File: config.mk
export PLATFORM = sky130hd
export DESIGN_NAME = seq_fsm
export DESIGN_NICKNAME = d
export VERILOG_FILES = /design/src/rtl/seq_fsm.sv
export SDC_FILE = /design/constraint.sdc
export NUM_CORES = 1
export LEC_CHECK = 0
export CORE_ASPECT_RATIO = 1.1
export CORE_UTILIZATION = 40
export DETAILED_ROUTE_END_ITERATION = 8
export GPL_TIMING_DRIVEN = 0
export PLACE_DENSITY_LB_ADDON = 0.1
export SKIP_LAST_GASP = 1
export SLEW_MARGIN = 10
export SYNTH_ARGS = -nofsm -noshare
export SYNTH_HDL_FRONTEND = slang
export SYNTH_SLANG_ARGS = --single-unit
File: constraint.sdc
create_clock -name clk -period 3.1 [get_ports clk]
set_input_delay 0.775 -clock clk [delete_from_list [all_inputs] [get_ports clk]]
set_output_delay 0.775 -clock clk [all_outputs]
set_load 0.01 [all_outputs]
File: src/rtl/seq_fsm.sv
// seq_fsm: bounded up/down state sequencer with step, load and timed run modes.
// Wraps or saturates at the ends, and recovers from illegal encodings with a sticky fault flag.
module seq_fsm #(
   parameter int NUM_STATES = 6,
   parameter int SW         = 3,
   parameter int WRAP       = 1,
   parameter int DWELL      = 4
) (
   input  logic          clk,
   input  logic          rst,
   input  logic [2:0]    user_input,
   input  logic [SW-1:0] load_val,
   output logic [SW-1:0] out,
   output logic          wrap_p,
   output logic          fault
);

   localparam logic [2:0] CMD_HOLD  = 3'b000;
   localparam logic [2:0] CMD_FWD   = 3'b001;
   localparam logic [2:0] CMD_BACK  = 3'b010;
   localparam logic [2:0] CMD_LOAD  = 3'b011;
   localparam logic [2:0] CMD_RUN_F = 3'b100;
   localparam logic [2:0] CMD_RUN_B = 3'b101;

   localparam int            LAST_I      = NUM_STATES - 1;
   localparam logic [SW-1:0] LAST_ST     = LAST_I[SW-1:0];
   localparam logic [SW:0]   NUM_EXT     = NUM_STATES[SW:0];
   localparam int            DWELL_M1    = DWELL - 1;
   localparam logic [7:0]    DWELL_LAST  = DWELL_M1[7:0];
   localparam bit            HAS_ILLEGAL = (NUM_STATES < (1 << SW));
   localparam bit            DO_WRAP     = (WRAP != 0);

   logic [SW-1:0] state_q, state_d;
   logic [7:0]    dwell_q, dwell_d;
   logic [2:0]    cmd_q;
   logic          wrap_q, wrap_d;
   logic          fault_q, fault_d;

   logic [SW-1:0] fwd_st, back_st;
   logic          fwd_wrap, back_wrap;
   logic          illegal, load_ok, run_step;
   logic [7:0]    dwell_eff;

   // Candidate neighbours in both directions, with the end-of-range policy applied.
   always_comb begin
      fwd_st    = state_q + 1'b1;
      fwd_wrap  = 1'b0;
      back_st   = state_q - 1'b1;
      back_wrap = 1'b0;
      if (state_q == LAST_ST) begin
         fwd_st   = DO_WRAP ? '0 : state_q;
         fwd_wrap = DO_WRAP;
      end
      if (state_q == '0) begin
         back_st   = DO_WRAP ? LAST_ST : state_q;
         back_wrap = DO_WRAP;
      end
   end

   assign illegal = HAS_ILLEGAL && ({1'b0, state_q} >= NUM_EXT);
   assign load_ok = ({1'b0, load_val} < NUM_EXT);

   // Any change of command restarts the dwell count from zero.
   assign dwell_eff = (user_input == cmd_q) ? dwell_q : 8'd0;
   assign run_step  = (dwell_eff == DWELL_LAST);

   // NOTE: every output of this block gets a default first, so no path can infer a latch.
   always_comb begin
      state_d = state_q;
      dwell_d = 8'd0;
      wrap_d  = 1'b0;
      fault_d = fault_q;
      if (illegal) begin
         state_d = '0;
         fault_d = 1'b1;
      end else begin
         case (user_input)
            CMD_FWD: begin
               state_d = fwd_st;
               wrap_d  = fwd_wrap;
            end
            CMD_BACK: begin
               state_d = back_st;
               wrap_d  = back_wrap;
            end
            CMD_LOAD: begin
               if (load_ok) state_d = load_val;
               else         fault_d = 1'b1;
            end
            CMD_RUN_F: begin
               if (run_step) begin
                  state_d = fwd_st;
                  wrap_d  = fwd_wrap;
               end else begin
                  dwell_d = dwell_eff + 8'd1;
               end
            end
            CMD_RUN_B: begin
               if (run_step) begin
                  state_d = back_st;
                  wrap_d  = back_wrap;
               end else begin
                  dwell_d = dwell_eff + 8'd1;
               end
            end
            default: ;
         endcase
      end
   end

   // NOTE: non-blocking assignments so every register updates from pre-edge values.
   always_ff @(posedge clk) begin
      if (rst) begin
         state_q <= '0;
         dwell_q <= 8'd0;
         cmd_q   <= CMD_HOLD;
         wrap_q  <= 1'b0;
         fault_q <= 1'b0;
      end else begin
         state_q <= state_d;
         dwell_q <= dwell_d;
         cmd_q   <= user_input;
         wrap_q  <= wrap_d;
         fault_q <= fault_d;
      end
   end

   assign out    = state_q;
   assign wrap_p = wrap_q;
   assign fault  = fault_q;

   a_fault_sticky: assert property (@(posedge clk) disable iff (rst) fault_q |=> fault_q);

   generate
      if (!DO_WRAP) begin : g_sat_chk
         a_no_wrap: assert property (@(posedge clk) disable iff (rst) !wrap_q);
      end
   endgenerate

endmodule

== After elaboration in Yosys (flattened, before gate mapping) ==
Cells that the tools add are included.
Storage, ports and cells
  register bits: 16
  input bits: 8
  output and inout bits: 5
  logic and storage cells: 46
Cells by class
  add/sub/neg operators: 3
  order comparisons: 2
  equality and inequality tests: 12
  muxes and demuxes: 15
  bitwise operators: 1
  reductions and logical operators: 8
Operators by type and width (number)
  2-to-1 mux 3 bit: 5
  one-hot mux 3 bit (5 select lines): 1
  equality test 3 bit, second input constant: 3
  adder 8 x 1 -> 8 bit, second input constant: 1
  equality test 8 x 2 -> 1 bit, second input constant: 1
  2-to-1 mux 8 bit: 1
  != test 2 bit, second input constant: 4
  2-to-1 mux 1 bit: 7
  equality test 3 x 2 -> 1 bit, second input constant: 2
  nonzero test 5 bit: 1
  one-hot mux 1 bit (4 select lines): 1
  AND reduction 4 bit: 1
  OR reduction 2 bit: 2
  OR reduction 4 bit: 1
  adder 3 x 1 -> 3 bit, second input constant: 1
  equality test 3 x 1 -> 1 bit, second input constant: 1
  equality test 3 bit: 1
  >= comparator 3 bit, second input constant: 1
  zero test 3 bit: 1
  < comparator 3 bit, second input constant: 1
  subtractor 3 x 1 -> 3 bit, second input constant: 1
  AND reduction 2 bit: 1
  nonzero test 2 bit: 1
  inverter 1 bit: 1

== Logic depth before layout (Yosys ltp) ==
Gate-level depths: netlist of the first run.
  word-level depth: 5
  mapped depth: 9
  depth with buffers taken out: 8

== Worst setup path after synthesis of the first run ==
OpenSTA, ideal clock, no wires.
  kind: input -> register
  start point: input user_input[0]
  end point: register state_q[2], in the netlist out[2]
  setup time: 123 ps
  arrival: 2485 ps
  required time: 2977 ps
  path slack: 492 ps
  cell stages on the path: 9
  path buffers: 1
  cell sequence: buf_2 > xor2_1 > nor3_4 > and2_1 > ha_1 > a211oi_1 > a311oi_4 > mux2i_1 > nor3_2
On the way
  cells in the longest elaborated chain, start to end: 5
  elaborated cells on any way between the ends: 14
  those cells by class: eq/ne: 10; mux: 2; reduce/logical: 2
RTL lines
  start: declaration: RTL line 11  | input logic [2:0] user_input,
  equality test 3 bit: RTL line 64  | assign dwell_eff = (user_input == cmd_q) ? dwell_q : 8'd0;
  2-to-1 mux 8 bit: RTL line 64
  equality test 8 x 2 -> 1 bit: RTL line 65  | assign run_step = (dwell_eff == DWELL_LAST);
  != test 2 bit (no source line)
  AND reduction 4 bit (no source line)
  end signal: assignment: RTL line 120  | state_q <= state_d;
  end: declaration: RTL line 33  | logic [SW-1:0] state_q, state_d;
Several ways; a longest one is shown, not always the timed one.
A chain may end at the register's enable or synchronous reset.

== Worst setup path after layout of the first run ==
  start point: input user_input[1]
  end point: register state_q[2], in the netlist out[2]
Same word-level chain as after synthesis.

==> metrics.txt, run 1 <==
# TYPE chip_impl_metric gauge
chip_impl_metric{name="final-instance-count-excl-fill",unit=""} 174
chip_impl_metric{name="timing.slew.headroom",unit="%"} 70.69
chip_impl_metric{name="wire_per_inst",unit="um"} 12.85
chip_impl_metric{name="synth-seq-cells",unit=""} 16
chip_impl_metric{name="vias_per_cell",unit=""} 5.368
chip_impl_metric{name="area_of_the_multi_input_gates",unit="um2"} 669.4
chip_impl_metric{name="netlist.area_leader.share",unit="%"} 30.77
chip_impl_metric{name="post_cts_resize_count",unit=""} 0
chip_impl_metric{name="drt_iter0_drc",unit=""} 10
chip_impl_metric{name="worstSkewPairLatency",unit="ps"} 280
chip_impl_metric{name="final.period_utilization",unit="%"} 92.62
chip_impl_metric{name="cts_max_level",unit=""} 1
chip_impl_metric{name="cp_slowest_stage_delay",unit="ps"} 470
chip_impl_metric{name="post_synth_inst_count",unit=""} 129
chip_impl_metric{name="core",unit="um2"} 2472
chip_impl_metric{name="grt_max_degree",unit=""} 11
chip_impl_info{name="outcome",value="completed"} 1
chip_impl_metric{name="antenna_found_initial",unit=""} 0
chip_impl_metric{name="synth.avg_cell_area",unit="um2"} 8.070
chip_impl_metric{name="detail-route-antenna-nets",unit=""} 0
chip_impl_info{name="crit_end_element",value="flop"} 1
chip_impl_info{name="post_synth_top_flop",value="dfxtp_1"} 1
chip_impl_metric{name="count_of_pins_over_their_slew_limit",unit=""} 0
chip_impl_metric{name="worst_setup_hold_path_clk_slew",unit="ps"} 90
chip_impl_metric{name="drive_above_1_share",unit="%"} 10.49
chip_impl_metric{name="timing.hold.worst_path_depth",unit=""} 2
chip_impl_info{name="synthTopCellsByArea",value="dfxtp_1 (31%), nor2_1 (7.2%), xor2_1 (5.9%), a21oi_1 (4.3%), nand2b_1 (3.0%)"} 1
chip_impl_metric{name="drc",unit=""} 0
chip_impl_info{name="setup_repair_after_global_routing_missed_its_margin",value="false"} 1
chip_impl_metric{name="worst_ir_drop_vdd",unit="uV"} 237.6
chip_impl_metric{name="groute.usage.overall",unit="%"} 17.51
chip_impl_metric{name="start_util",unit="%"} 42.11
chip_impl_metric{name="report.final.hold_viol_count",unit=""} 0
chip_impl_info{name="startpoint_type_of_the_worst_setup_path",value="primary input"} 1
chip_impl_metric{name="final-seq-area",unit="um2"} 320.3
chip_impl_metric{name="final_nets",unit=""} 153
chip_impl_metric{name="floorplan.die.width",unit="um"} 50.64
chip_impl_metric{name="synth_edf_count",unit=""} 0
chip_impl_metric{name="post_synth_mux_area_share",unit="%"} 1.923
chip_impl_info{name="yosys.cell_count.top_type",value="nor2_1"} 1
chip_impl_metric{name="drt_first_pass_iters",unit=""} 4
chip_impl_info{name="hold-path-endpoint",value="fault$_SDFFE_PP0P_"} 1
chip_impl_metric{name="antenna_cells",unit=""} 0
chip_impl_metric{name="dpl.hpwl",unit="um"} 1701
chip_impl_metric{name="total_power",unit="mW"} 0.4664
chip_impl_metric{name="synth.yosys.seq_area_share",unit="%"} 30.77
chip_impl_info{name="ctsRootBufferMaster",value="clkbuf_4"} 1
chip_impl_metric{name="maxCapViolCount",unit=""} 0
chip_impl_info{name="rr_endpoint",value="out[2]$_SDFFE_PP0P_"} 1
chip_impl_metric{name="worst_ep_required_time",unit="ps"} 3270
chip_impl_metric{name="post_cts_buffers",unit=""} 0
chip_impl_metric{name="tritoncts_num_sinks",unit=""} 16
chip_impl_metric{name="first_global_vias",unit=""} 882
chip_impl_metric{name="synthXorXnorAreaFrac",unit="%"} 8.413
chip_impl_metric{name="power.static_leakage",unit="nW"} 0.4411
chip_impl_metric{name="transition_at_the_pin_with_the_smallest_max_transition_slack",unit="ps"} 437.0
chip_impl_metric{name="power-per-cell-area",unit="nW/um2"} 383.5
chip_impl_metric{name="crit_buf_inv",unit=""} 1
chip_impl_metric{name="globalRoute.totalOverflow",unit=""} 0
chip_impl_metric{name="wirelength",unit="um"} 2236
chip_impl_metric{name="place.gp.congestion",unit=""} 0.8474
chip_impl_info{name="crit-reg2reg-launch",value="cmd_q[0]$_SDFF_PP0_"} 1
chip_impl_metric{name="worst-path-max-fanout",unit=""} 7
chip_impl_info{name="synth_top_area_cell",value="dfxtp_1"} 1
chip_impl_metric{name="worstPathArrival",unit="ps"} 3040
chip_impl_info{name="synthTopCellsByCount",value="nor2_1 (20), dfxtp_1 (16), a21oi_1 (9), xor2_1 (7), nand2_1 (6)"} 1
chip_impl_metric{name="die_height",unit="um"} 55.51
chip_impl_info{name="cell_by_cell_listing_of_the_critical_path",value="clkdlybuf4s50_1 -> xor2_1 -> nor3_4 -> and2_1 -> ha_1 -> a211oi_1 -> a311oi_4 -> mux2i_1 -> nor3_2"} 1
chip_impl_metric{name="synthToLayoutAreaGrowth",unit="%"} 16.83
chip_impl_metric{name="number_of_inserted_filler_cells_in_the_final_layout",unit=""} 256
chip_impl_info{name="criticalPathCategory",value="primary input to flop"} 1
chip_impl_metric{name="routed-via-count",unit=""} 934
chip_impl_metric{name="placed_cells_incl_taps",unit=""} 170
chip_impl_metric{name="netlist_area",unit="um2"} 1041
chip_impl_metric{name="synthesis.yosys.warnings",unit=""} 0
chip_impl_metric{name="portBuffers",unit=""} 10
chip_impl_info{name="critical-path-top-delay-family",value="simple AND/OR/NAND/NOR gates"} 1
chip_impl_metric{name="asyncSetResetFlopFracSynth",unit="%"} 0
chip_impl_metric{name="setup.reg_to_reg.worst_slack",unit="ps"} 890
chip_impl_metric{name="io-pin-count",unit=""} 13
chip_impl_info{name="min_path_type",value="flop to flop"} 1
chip_impl_metric{name="grt_pass1_wl",unit="um"} 3788
chip_impl_metric{name="rows",unit=""} 19
chip_impl_metric{name="finalCriticalPeriod",unit="ps"} 2871
chip_impl_metric{name="finalHoldWorstSlack",unit="ps"} 536.8
chip_impl_info{name="dominant_combinational_cell_family_by_area_after_synthesis",value="simple AND/OR/NAND/NOR gates"} 1
chip_impl_metric{name="simple_gate_share_of_the_synthesized_area",unit="%"} 31.25
chip_impl_metric{name="fmaxAchievable",unit="MHz"} 348.3
chip_impl_metric{name="clock-skew-final",unit="ps"} 4.571
chip_impl_metric{name="hold_buffers_post_cts",unit=""} 0
chip_impl_metric{name="post_synth_fa_ha_maj_area_fraction",unit="%"} 1.202
chip_impl_metric{name="reg2regPathDepth",unit=""} 8
chip_impl_metric{name="synth_compound_gate_area_share",unit="%"} 21.51
chip_impl_metric{name="fp.dieArea",unit="um2"} 2811
chip_impl_metric{name="cts-buffers-inserted",unit=""} 3
chip_impl_info{name="hp-start",value="fault$_SDFFE_PP0P_"} 1
chip_impl_metric{name="total_nets_after_synthesis",unit=""} 138
chip_impl_metric{name="finalSetupViolCount",unit=""} 0
chip_impl_info{name="cts_tree",value="built"} 1
chip_impl_info{name="slowest_stage",value="clkdlybuf4s50_1"} 1
chip_impl_metric{name="synth_cell_types",unit=""} 39
chip_impl_metric{name="clock_tree.buffer_depth",unit=""} 2
[metal layers]
layer	share of wire, %	vias up	GRT usage, %
li1	-	479	-
met1	48	444	22.11
met2	49	9	28.57
met3	2.1	2	1.928
met4	0.81	0	9.524
met5	0	-	0
[layout make-up]
class / count / area share (%)
multi-input combinational: 102 / 55.04
sequential: 16 / 26.34
timing repair buffer: 10 / 8.230
buffer: 8 / 3.292
tap: 31 / 3.189
clock buffer: 4 / 2.984
inverter: 3 / 0.9259
[cells in the final DEF (no fill, tap or decap), types with 2 or more instances in the layout]
cell	instances
nor2_1	20
dfxtp_1	16
clkdlybuf4s50_1	10
a21oi_1	9
xor2_1	7
nand2_1	6
buf_2	5
nor2b_1	5
nand2b_1	5
o21ai_0	5
nand3_1	4
nand3b_1	4
and2_1	3
inv_1	3
a21o_1	3
xnor2_1	3
a211oi_1	3
clkbuf_4	3
nand4_1	2
clkbuf_1	2
a31oi_1	2
nor3b_1	2
mux2i_1	2
[cells by family (layout without fill, tap and decap cells)]
kind of cell,Yosys count,count (layout)
adder cells (fa/ha/maj),1,1
AO/OA/AOI/OAI,31,31
buffers and inverters,11,25
flip-flops,16,16
AND/OR/NAND/NOR,58,58
XOR/XNOR,10,10
multiplexers,2,2
[through the flow]
step           util (%)  cell area (um2)  setup WS, ps  setup TNS, ps
6_report          49.19             1216         228.9              0
5_1_grt           49.19             1216         80.67              0
4_1_cts           49.19             1216         230.4              0
3_5_place_dp      47.72             1180        -78.32         -120.6
3_3_place_gp      47.72             1180        -61.04         -85.95
2_1_floorplan         -             1041         491.6              0
[flip-flops by register name, indices dropped and copies added (netlist names)]
| register | cells |
|---|---|
| wrap_p | 1 |
| fault | 1 |
| out | 3 |
| dwell_q | 8 |
| cmd_q | 3 |
[tightest hold or removal path, stage by stage (launching register included)]
cell and delay (ps):
dfxtp_1 320, a21oi_1 110, a21oi_1 70
[power breakdown]
part	switching, mW	total [mW]	internal, mW
Combinational	0.0607	0.111	0.0499
Clock	0.0641	0.135	0.0714
Sequential	0.00722	0.220	0.213
Total	0.132	0.466	0.334
[worst max-delay path by stage]
stage	endpoint	slack [ps]	start	depth (start not counted)
final	out[2]$_SDFFE_PP0P_	230	user_input[1]	9
after global routing	out[2]$_SDFFE_PP0P_	80	user_input[1]	9
after CTS	out[2]$_SDFFE_PP0P_	230	user_input[1]	9
after detailed placement	out[2]$_SDFFE_PP0P_	-80	user_input[1]	9
after global placement	out[2]$_SDFFE_PP0P_	-60	user_input[1]	9
after floorplan	out[2]$_SDFFE_PP0P_	490	user_input[0]	9
No activity file was read; power rests on OpenSTA's default activity.
==> run 2, diff against run 1 <==
CORE_MARGIN = 2   (was default)
==> metrics.txt, run 2 (synthesized netlist as in run 1, its figures left out) <==
# TYPE chip_impl_metric gauge
chip_impl_metric{name="drc",unit=""} 0
chip_impl_metric{name="finalHoldWorstSlack",unit="ps"} 532.9
chip_impl_metric{name="grt_max_degree",unit=""} 11
chip_impl_info{name="most_common_library_cell_in_the_layout_ignoring_fill_and_taps",value="nor2_1"} 1
chip_impl_metric{name="transition_at_the_pin_with_the_smallest_max_transition_slack",unit="ps"} 462.9
chip_impl_metric{name="cts-buffers-inserted",unit=""} 3
chip_impl_metric{name="final_nets",unit=""} 153
chip_impl_metric{name="post_cts_resize_count",unit=""} 0
chip_impl_metric{name="worst-path-max-fanout",unit=""} 7
chip_impl_metric{name="detail-route-antenna-nets",unit=""} 0
chip_impl_metric{name="die_height",unit="um"} 57.51
chip_impl_metric{name="largest_register_ffs",unit=""} 8
chip_impl_metric{name="stdcell_area",unit="um2"} 1202
chip_impl_metric{name="power-per-cell-area",unit="nW/um2"} 359.8
chip_impl_info{name="ctsRootBufferMaster",value="clkbuf_4"} 1
chip_impl_metric{name="timing.hold.worst_path_depth",unit=""} 2
chip_impl_metric{name="placedInstanceArea",unit="um2"} 1180
chip_impl_metric{name="start_util",unit="%"} 41.70
chip_impl_metric{name="rows",unit=""} 19
chip_impl_info{name="max_flop_register",value="dwell_q"} 1
chip_impl_metric{name="clock_power_share",unit="%"} 23.7
chip_impl_info{name="setup_repair_after_global_routing_missed_its_margin",value="false"} 1
chip_impl_info{name="startpoint_type_of_the_worst_setup_path",value="primary input"} 1
chip_impl_metric{name="pwr-share-comb",unit="%"} 25.5
chip_impl_metric{name="report.final.hold_viol_count",unit=""} 0
chip_impl_metric{name="power.static_leakage",unit="nW"} 0.4339
chip_impl_metric{name="core",unit="um2"} 2496
chip_impl_metric{name="count_of_pins_over_their_slew_limit",unit=""} 0
chip_impl_metric{name="maxCapViolCount",unit=""} 0
chip_impl_metric{name="globalRoute.totalOverflow",unit=""} 0
chip_impl_info{name="criticalPathCategory",value="primary input to flop"} 1
chip_impl_metric{name="timing.slew.headroom",unit="%"} 68.95
chip_impl_metric{name="groute.usage.overall",unit="%"} 17.31
chip_impl_metric{name="first_global_vias",unit=""} 902
chip_impl_metric{name="antenna_found_initial",unit=""} 0
chip_impl_metric{name="p_int",unit="mW"} 0.3079
chip_impl_metric{name="finalSetupViolCount",unit=""} 0
chip_impl_metric{name="worst_setup_hold_path_clk_slew",unit="ps"} 80
chip_impl_info{name="crit_end_element",value="flop"} 1
chip_impl_metric{name="switching_share",unit="%"} 28.83
chip_impl_metric{name="wirelength",unit="um"} 2220
chip_impl_metric{name="vias_per_cell",unit=""} 5.399
chip_impl_metric{name="hold_buffers_post_cts",unit=""} 0
chip_impl_metric{name="worstPathArrival",unit="ps"} 3020
chip_impl_metric{name="final.period_utilization",unit="%"} 92.24
chip_impl_info{name="outcome",value="completed"} 1
chip_impl_metric{name="worst_ir_drop_vdd",unit="uV"} 271.5
chip_impl_metric{name="portBuffers",unit=""} 10
chip_impl_info{name="hp-start",value="fault$_SDFFE_PP0P_"} 1
chip_impl_info{name="min_path_type",value="flop to flop"} 1
chip_impl_metric{name="fp.dieArea",unit="um2"} 3027
chip_impl_info{name="final_cell_mix",value="nor2_1 (20), dfxtp_1 (16), clkdlybuf4s50_1 (10)"} 1
chip_impl_metric{name="drt_first_pass_iters",unit=""} 4
chip_impl_metric{name="wire_per_inst",unit="um"} 12.83
chip_impl_metric{name="drt_iter0_drc",unit=""} 18
chip_impl_metric{name="floorplan.die.width",unit="um"} 52.64
chip_impl_metric{name="antenna_cells",unit=""} 0
chip_impl_metric{name="cts_max_level",unit=""} 1
chip_impl_metric{name="io-pin-count",unit=""} 13
chip_impl_metric{name="clock-skew-final",unit="ps"} 3.383
chip_impl_info{name="cts_tree",value="built"} 1
chip_impl_metric{name="p_sw",unit="mW"} 0.1247
chip_impl_metric{name="post_cts_buffers",unit=""} 0
chip_impl_metric{name="reg2regPathDepth",unit=""} 8
chip_impl_metric{name="setup.reg_to_reg.worst_slack",unit="ps"} 910
chip_impl_metric{name="place.gp.congestion",unit=""} 0.8423
chip_impl_metric{name="grt_pass1_wl",unit="um"} 3939
chip_impl_info{name="crit-reg2reg-launch",value="cmd_q[0]$_SDFF_PP0_"} 1
chip_impl_metric{name="worst_ep_required_time",unit="ps"} 3260
chip_impl_metric{name="tritoncts_num_sinks",unit=""} 16
chip_impl_metric{name="clock_tree.buffer_depth",unit=""} 2
chip_impl_metric{name="fmaxAchievable",unit="MHz"} 349.7
chip_impl_info{name="hold-path-endpoint",value="fault$_SDFFE_PP0P_"} 1
chip_impl_metric{name="drive_above_1_share",unit="%"} 9.859
chip_impl_metric{name="synthToLayoutAreaGrowth",unit="%"} 15.50
chip_impl_metric{name="routed-via-count",unit=""} 934
chip_impl_metric{name="dpl.hpwl",unit="um"} 1684
chip_impl_info{name="rr_endpoint",value="out[2]$_SDFFE_PP0P_"} 1
chip_impl_metric{name="final.setup.tns",unit="ps"} 0
chip_impl_metric{name="finalCriticalPeriod",unit="ps"} 2859
chip_impl_metric{name="number_of_inserted_filler_cells_in_the_final_layout",unit=""} 260
chip_impl_metric{name="worstSkewPairLatency",unit="ps"} 270
chip_impl_metric{name="power_frac_seq",unit="%"} 50.8
run 2: cell types whose count changed in the layout (fill, tap and decap cells not counted), sizes merged:
cell    change
clkbuf      -1
run 2: area by class of cell:
type / count / area (um2) / share of cell area, %
Sequential cell: 16 / 320.3 / 26.64
Buffer: 8 / 40.04 / 3.330
Clock buffer: 3 / 22.52 / 1.873
Timing Repair Buffer: 10 / 100.1 / 8.325
Tap cell: 31 / 38.79 / 3.226
Multi-Input combinational cell: 102 / 669.4 / 55.67
Inverter: 3 / 11.26 / 0.9365
run 2: worst max path at each step:
stage                  startpoint                  end  cells after the start  slack [ps]
floorplan           user_input[0]  out[2]$_SDFFE_PP0P_                      9         490
global placement    user_input[1]  out[2]$_SDFFE_PP0P_                      9         -60
detailed placement  user_input[1]  out[2]$_SDFFE_PP0P_                      9         -70
CTS                 user_input[1]  out[2]$_SDFFE_PP0P_                      9         230
global route        user_input[1]  out[2]$_SDFFE_PP0P_                      9         110
finish              user_input[1]  out[2]$_SDFFE_PP0P_                      9         240
run 2: layer usage:
| metal | global-route usage (%) | wire (um) | vias up |
|---|---|---|---|
| li1 | - | - | 479 |
| met3 | 1.571 | 46 | 2 |
| met5 | 0 | 0 | - |
| met4 | 7.692 | 18 | 0 |
| met1 | 21.84 | 1016 | 442 |
| met2 | 29.46 | 1139 | 11 |
run 2: power by group through the flow:
stage / logic (mW) / clock network, mW / registers [mW]
after floorplan: 0.0742 / 0 / 0.225
after global placement: 0.110 / 0 / 0.224
after detailed placement: 0.110 / 0 / 0.225
after CTS: 0.110 / 0.112 / 0.220
after global routing: 0.122 / 0.124 / 0.222
final: 0.110 / 0.102 / 0.220
run 2: worst max-delay path, stage by stage:
cell	delay, ps
clkdlybuf4s50_1	470
xor2_1	210
nor3_4	320
and2_1	200
ha_1	220
a211oi_1	140
a311oi_4	370
mux2i_1	260
nor3_2	50
run 2: stage by stage:
stage	util, %	std cells	setup slack [ps]	total power, mW
after floorplan	-	129	491.6	0.2997
after global placement	47.27	170	-63.52	0.3346
after detailed placement	47.27	170	-71.12	0.3344
after CTS	48.17	173	233.6	0.4420
after global routing	48.17	173	106.9	0.4675
final	48.17	173	240.5	0.4326
==> run 3, diff against run 2 <==
CORE_ASPECT_RATIO = 1.75   (was 1.1)
clock period = 2.96 ns   (was 3.1 ns; I/O delays follow)
==> metrics.txt, run 3 (synthesized netlist as in run 1, its figures left out) <==
# TYPE chip_impl_metric gauge
chip_impl_metric{name="p_int",unit="mW"} 0.3951
chip_impl_info{name="setup_repair_after_global_routing_missed_its_margin",value="false"} 1
chip_impl_metric{name="power.static_leakage",unit="nW"} 0.4541
chip_impl_metric{name="grt_pass1_wl",unit="um"} 4146
chip_impl_metric{name="clock_tree.buffer_depth",unit=""} 2
chip_impl_metric{name="worst_setup_hold_path_clk_slew",unit="ps"} 60
chip_impl_info{name="min_path_type",value="flop to flop"} 1
chip_impl_metric{name="tritoncts_num_sinks",unit=""} 16
chip_impl_metric{name="groute.usage.overall",unit="%"} 17.95
chip_impl_metric{name="post_cts_buffers",unit=""} 0
chip_impl_metric{name="utilization_of_the_core_after_routing",unit="%"} 49.60
chip_impl_metric{name="total_power",unit="mW"} 0.5426
chip_impl_info{name="routed.top_layer",value="met4"} 1
chip_impl_metric{name="vias_per_cell",unit=""} 5.635
chip_impl_metric{name="finalCriticalPeriod",unit="ps"} 2673
chip_impl_metric{name="drive_above_1_share",unit="%"} 11.11
chip_impl_metric{name="first_global_vias",unit=""} 910
chip_impl_metric{name="worst_ep_required_time",unit="ps"} 3090
chip_impl_metric{name="finalSetupViolCount",unit=""} 0
chip_impl_metric{name="power-per-cell-area",unit="nW/um2"} 438.9
chip_impl_metric{name="synthToLayoutAreaGrowth",unit="%"} 18.75
chip_impl_metric{name="timing.hold.worst_path_depth",unit=""} 2
chip_impl_info{name="most_common_library_cell_in_the_layout_ignoring_fill_and_taps",value="nor2_1"} 1
chip_impl_info{name="critical-path-top-delay-family",value="compound AO/OA/AOI/OAI gates"} 1
chip_impl_metric{name="wirelength",unit="um"} 2426
chip_impl_info{name="cell_by_cell_listing_of_the_critical_path",value="clkdlybuf4s50_1 -> xor2_1 -> nor3_4 -> and2_1 -> ha_1 -> a211oi_1 -> a311oi_4 -> mux2i_1 -> nor3_2"} 1
chip_impl_metric{name="die_height",unit="um"} 71.49
chip_impl_metric{name="transition_at_the_pin_with_the_smallest_max_transition_slack",unit="ps"} 459.7
chip_impl_metric{name="p_sw",unit="mW"} 0.1475
chip_impl_metric{name="antenna_found_initial",unit=""} 0
chip_impl_metric{name="portBuffers",unit=""} 10
chip_impl_metric{name="count_of_pins_over_their_slew_limit",unit=""} 0
chip_impl_metric{name="finalHoldWorstSlack",unit="ps"} 531.7
chip_impl_metric{name="timing.slew.headroom",unit="%"} 69.35
chip_impl_metric{name="drt_iter0_drc",unit=""} 21
chip_impl_metric{name="final-instance-count-excl-fill",unit=""} 170
chip_impl_metric{name="cts-buffers-inserted",unit=""} 3
chip_impl_metric{name="setup_slack",unit="ps"} 287.3
chip_impl_info{name="cts_tree",value="built"} 1
chip_impl_metric{name="critical_path_depth",unit=""} 9
chip_impl_metric{name="worstSkewPairLatency",unit="ps"} 250
chip_impl_metric{name="reg2regPathDepth",unit=""} 8
chip_impl_metric{name="cp_slowest_stage_delay",unit="ps"} 540
chip_impl_metric{name="routed-via-count",unit=""} 958
chip_impl_metric{name="hold_buffers_post_cts",unit=""} 0
chip_impl_metric{name="floorplan.die.width",unit="um"} 42.57
chip_impl_metric{name="final.setup.tns",unit="ps"} 0
chip_impl_metric{name="fp.dieArea",unit="um2"} 3043
chip_impl_metric{name="placedInstanceArea",unit="um2"} 1174
chip_impl_metric{name="worst_ir_drop_vdd",unit="uV"} 343.9
chip_impl_metric{name="detailroute.wirelength.met2",unit="um"} 1347
chip_impl_metric{name="core",unit="um2"} 2492
chip_impl_metric{name="grt_max_degree",unit=""} 11
chip_impl_metric{name="pwr-share-comb",unit="%"} 22.0
chip_impl_info{name="outcome",value="completed"} 1
chip_impl_metric{name="place.gp.congestion",unit=""} 0.9505
chip_impl_metric{name="clock_power_share",unit="%"} 35.5
chip_impl_metric{name="post_cts_resize_count",unit=""} 0
chip_impl_metric{name="wirelength_met1",unit="um"} 915
chip_impl_metric{name="detailedPlace.worstSlack",unit="ps"} -200.9
chip_impl_info{name="slowest_stage",value="clkdlybuf4s50_1"} 1
chip_impl_metric{name="start_util",unit="%"} 41.77
chip_impl_metric{name="placed_cells_incl_taps",unit=""} 165
chip_impl_metric{name="cts_max_level",unit=""} 1
chip_impl_metric{name="wl_met3",unit="um"} 95
chip_impl_metric{name="final_nets",unit=""} 154
chip_impl_metric{name="largest_register_ffs",unit=""} 8
chip_impl_info{name="ctsRootBufferMaster",value="clkbuf_8"} 1
chip_impl_metric{name="detail-route-antenna-nets",unit=""} 0
chip_impl_metric{name="globalRoute.totalOverflow",unit=""} 0
chip_impl_info{name="criticalPathCategory",value="primary input to flop"} 1
chip_impl_metric{name="switching_share",unit="%"} 27.19
chip_impl_metric{name="report.final.hold_viol_count",unit=""} 0
chip_impl_metric{name="fmaxAchievable",unit="MHz"} 374.2
chip_impl_metric{name="rows",unit=""} 24
chip_impl_metric{name="wire_per_inst",unit="um"} 14.27
chip_impl_metric{name="drc",unit=""} 0
chip_impl_metric{name="final.period_utilization",unit="%"} 90.29
chip_impl_metric{name="worstPathArrival",unit="ps"} 2810
chip_impl_info{name="max_flop_register",value="dwell_q"} 1
chip_impl_metric{name="io-pin-count",unit=""} 13
chip_impl_metric{name="stdcell_area",unit="um2"} 1236
chip_impl_metric{name="worst-path-max-fanout",unit=""} 4
chip_impl_metric{name="crit_buf_inv",unit=""} 1
chip_impl_info{name="final_cell_mix",value="nor2_1 (20), dfxtp_1 (16), clkdlybuf4s50_1 (10)"} 1
chip_impl_metric{name="clock-skew-final",unit="ps"} 1.294
chip_impl_metric{name="maxCapViolCount",unit=""} 0
chip_impl_metric{name="dpl.hpwl",unit="um"} 1887
chip_impl_metric{name="power_frac_seq",unit="%"} 42.5
chip_impl_metric{name="antenna_cells",unit=""} 0
chip_impl_info{name="startpoint_type_of_the_worst_setup_path",value="primary input"} 1
chip_impl_info{name="crit_end_element",value="flop"} 1
chip_impl_metric{name="drt_first_pass_iters",unit=""} 4
## run 3: cell types whose count changed in the layout (fill, tap and decap cells not counted), sizes merged
cell,previous run,this run
buf,6,7
clkbuf,5,6
## run 3: final timing paths
kind,slack (ps),startpoint,endpoint
max,290,user_input[1],out[2]$_SDFFE_PP0P_
min,530,fault$_SDFFE_PP0P_,fault$_SDFFE_PP0P_
max reg2reg,910,cmd_q[0]$_SDFF_PP0_,out[2]$_SDFFE_PP0P_
min reg2reg,530,fault$_SDFFE_PP0P_,fault$_SDFFE_PP0P_
## run 3: power by group through the flow
stage          Combinational, mW  Sequential (mW)  Clock (mW)
3_5_place_dp               0.118            0.235           0
3_3_place_gp               0.117            0.235           0
6_report                   0.119            0.231       0.193
4_1_cts                    0.118            0.231       0.200
2_1_floorplan             0.0778            0.236           0
5_1_grt                    0.132            0.232       0.204
## run 3: final cells by class
class / instances / area (um2)
fillers: 253 / 1256
well taps: 26 / 32.53
repair buffers: 11 / 107.6
clock buffers: 4 / 55.05
plain buffers: 8 / 40.04
flip-flops and latches: 16 / 320.3
inverters: 3 / 11.26
multi-input cells: 102 / 669.4
## run 3: worst min-delay path, cell delays in order, from the launching register on
cell     delay (ps)
dfxtp_1         330
a21oi_1          40
a21oi_1         120
## run 3: routing by layer
metal | vias up | track usage [%]
met4 | 0 | 9.375
met5 | - | 0
met3 | 7 | 3.023
met1 | 439 | 18.71
met2 | 29 | 33.16
li1 | 483 | -
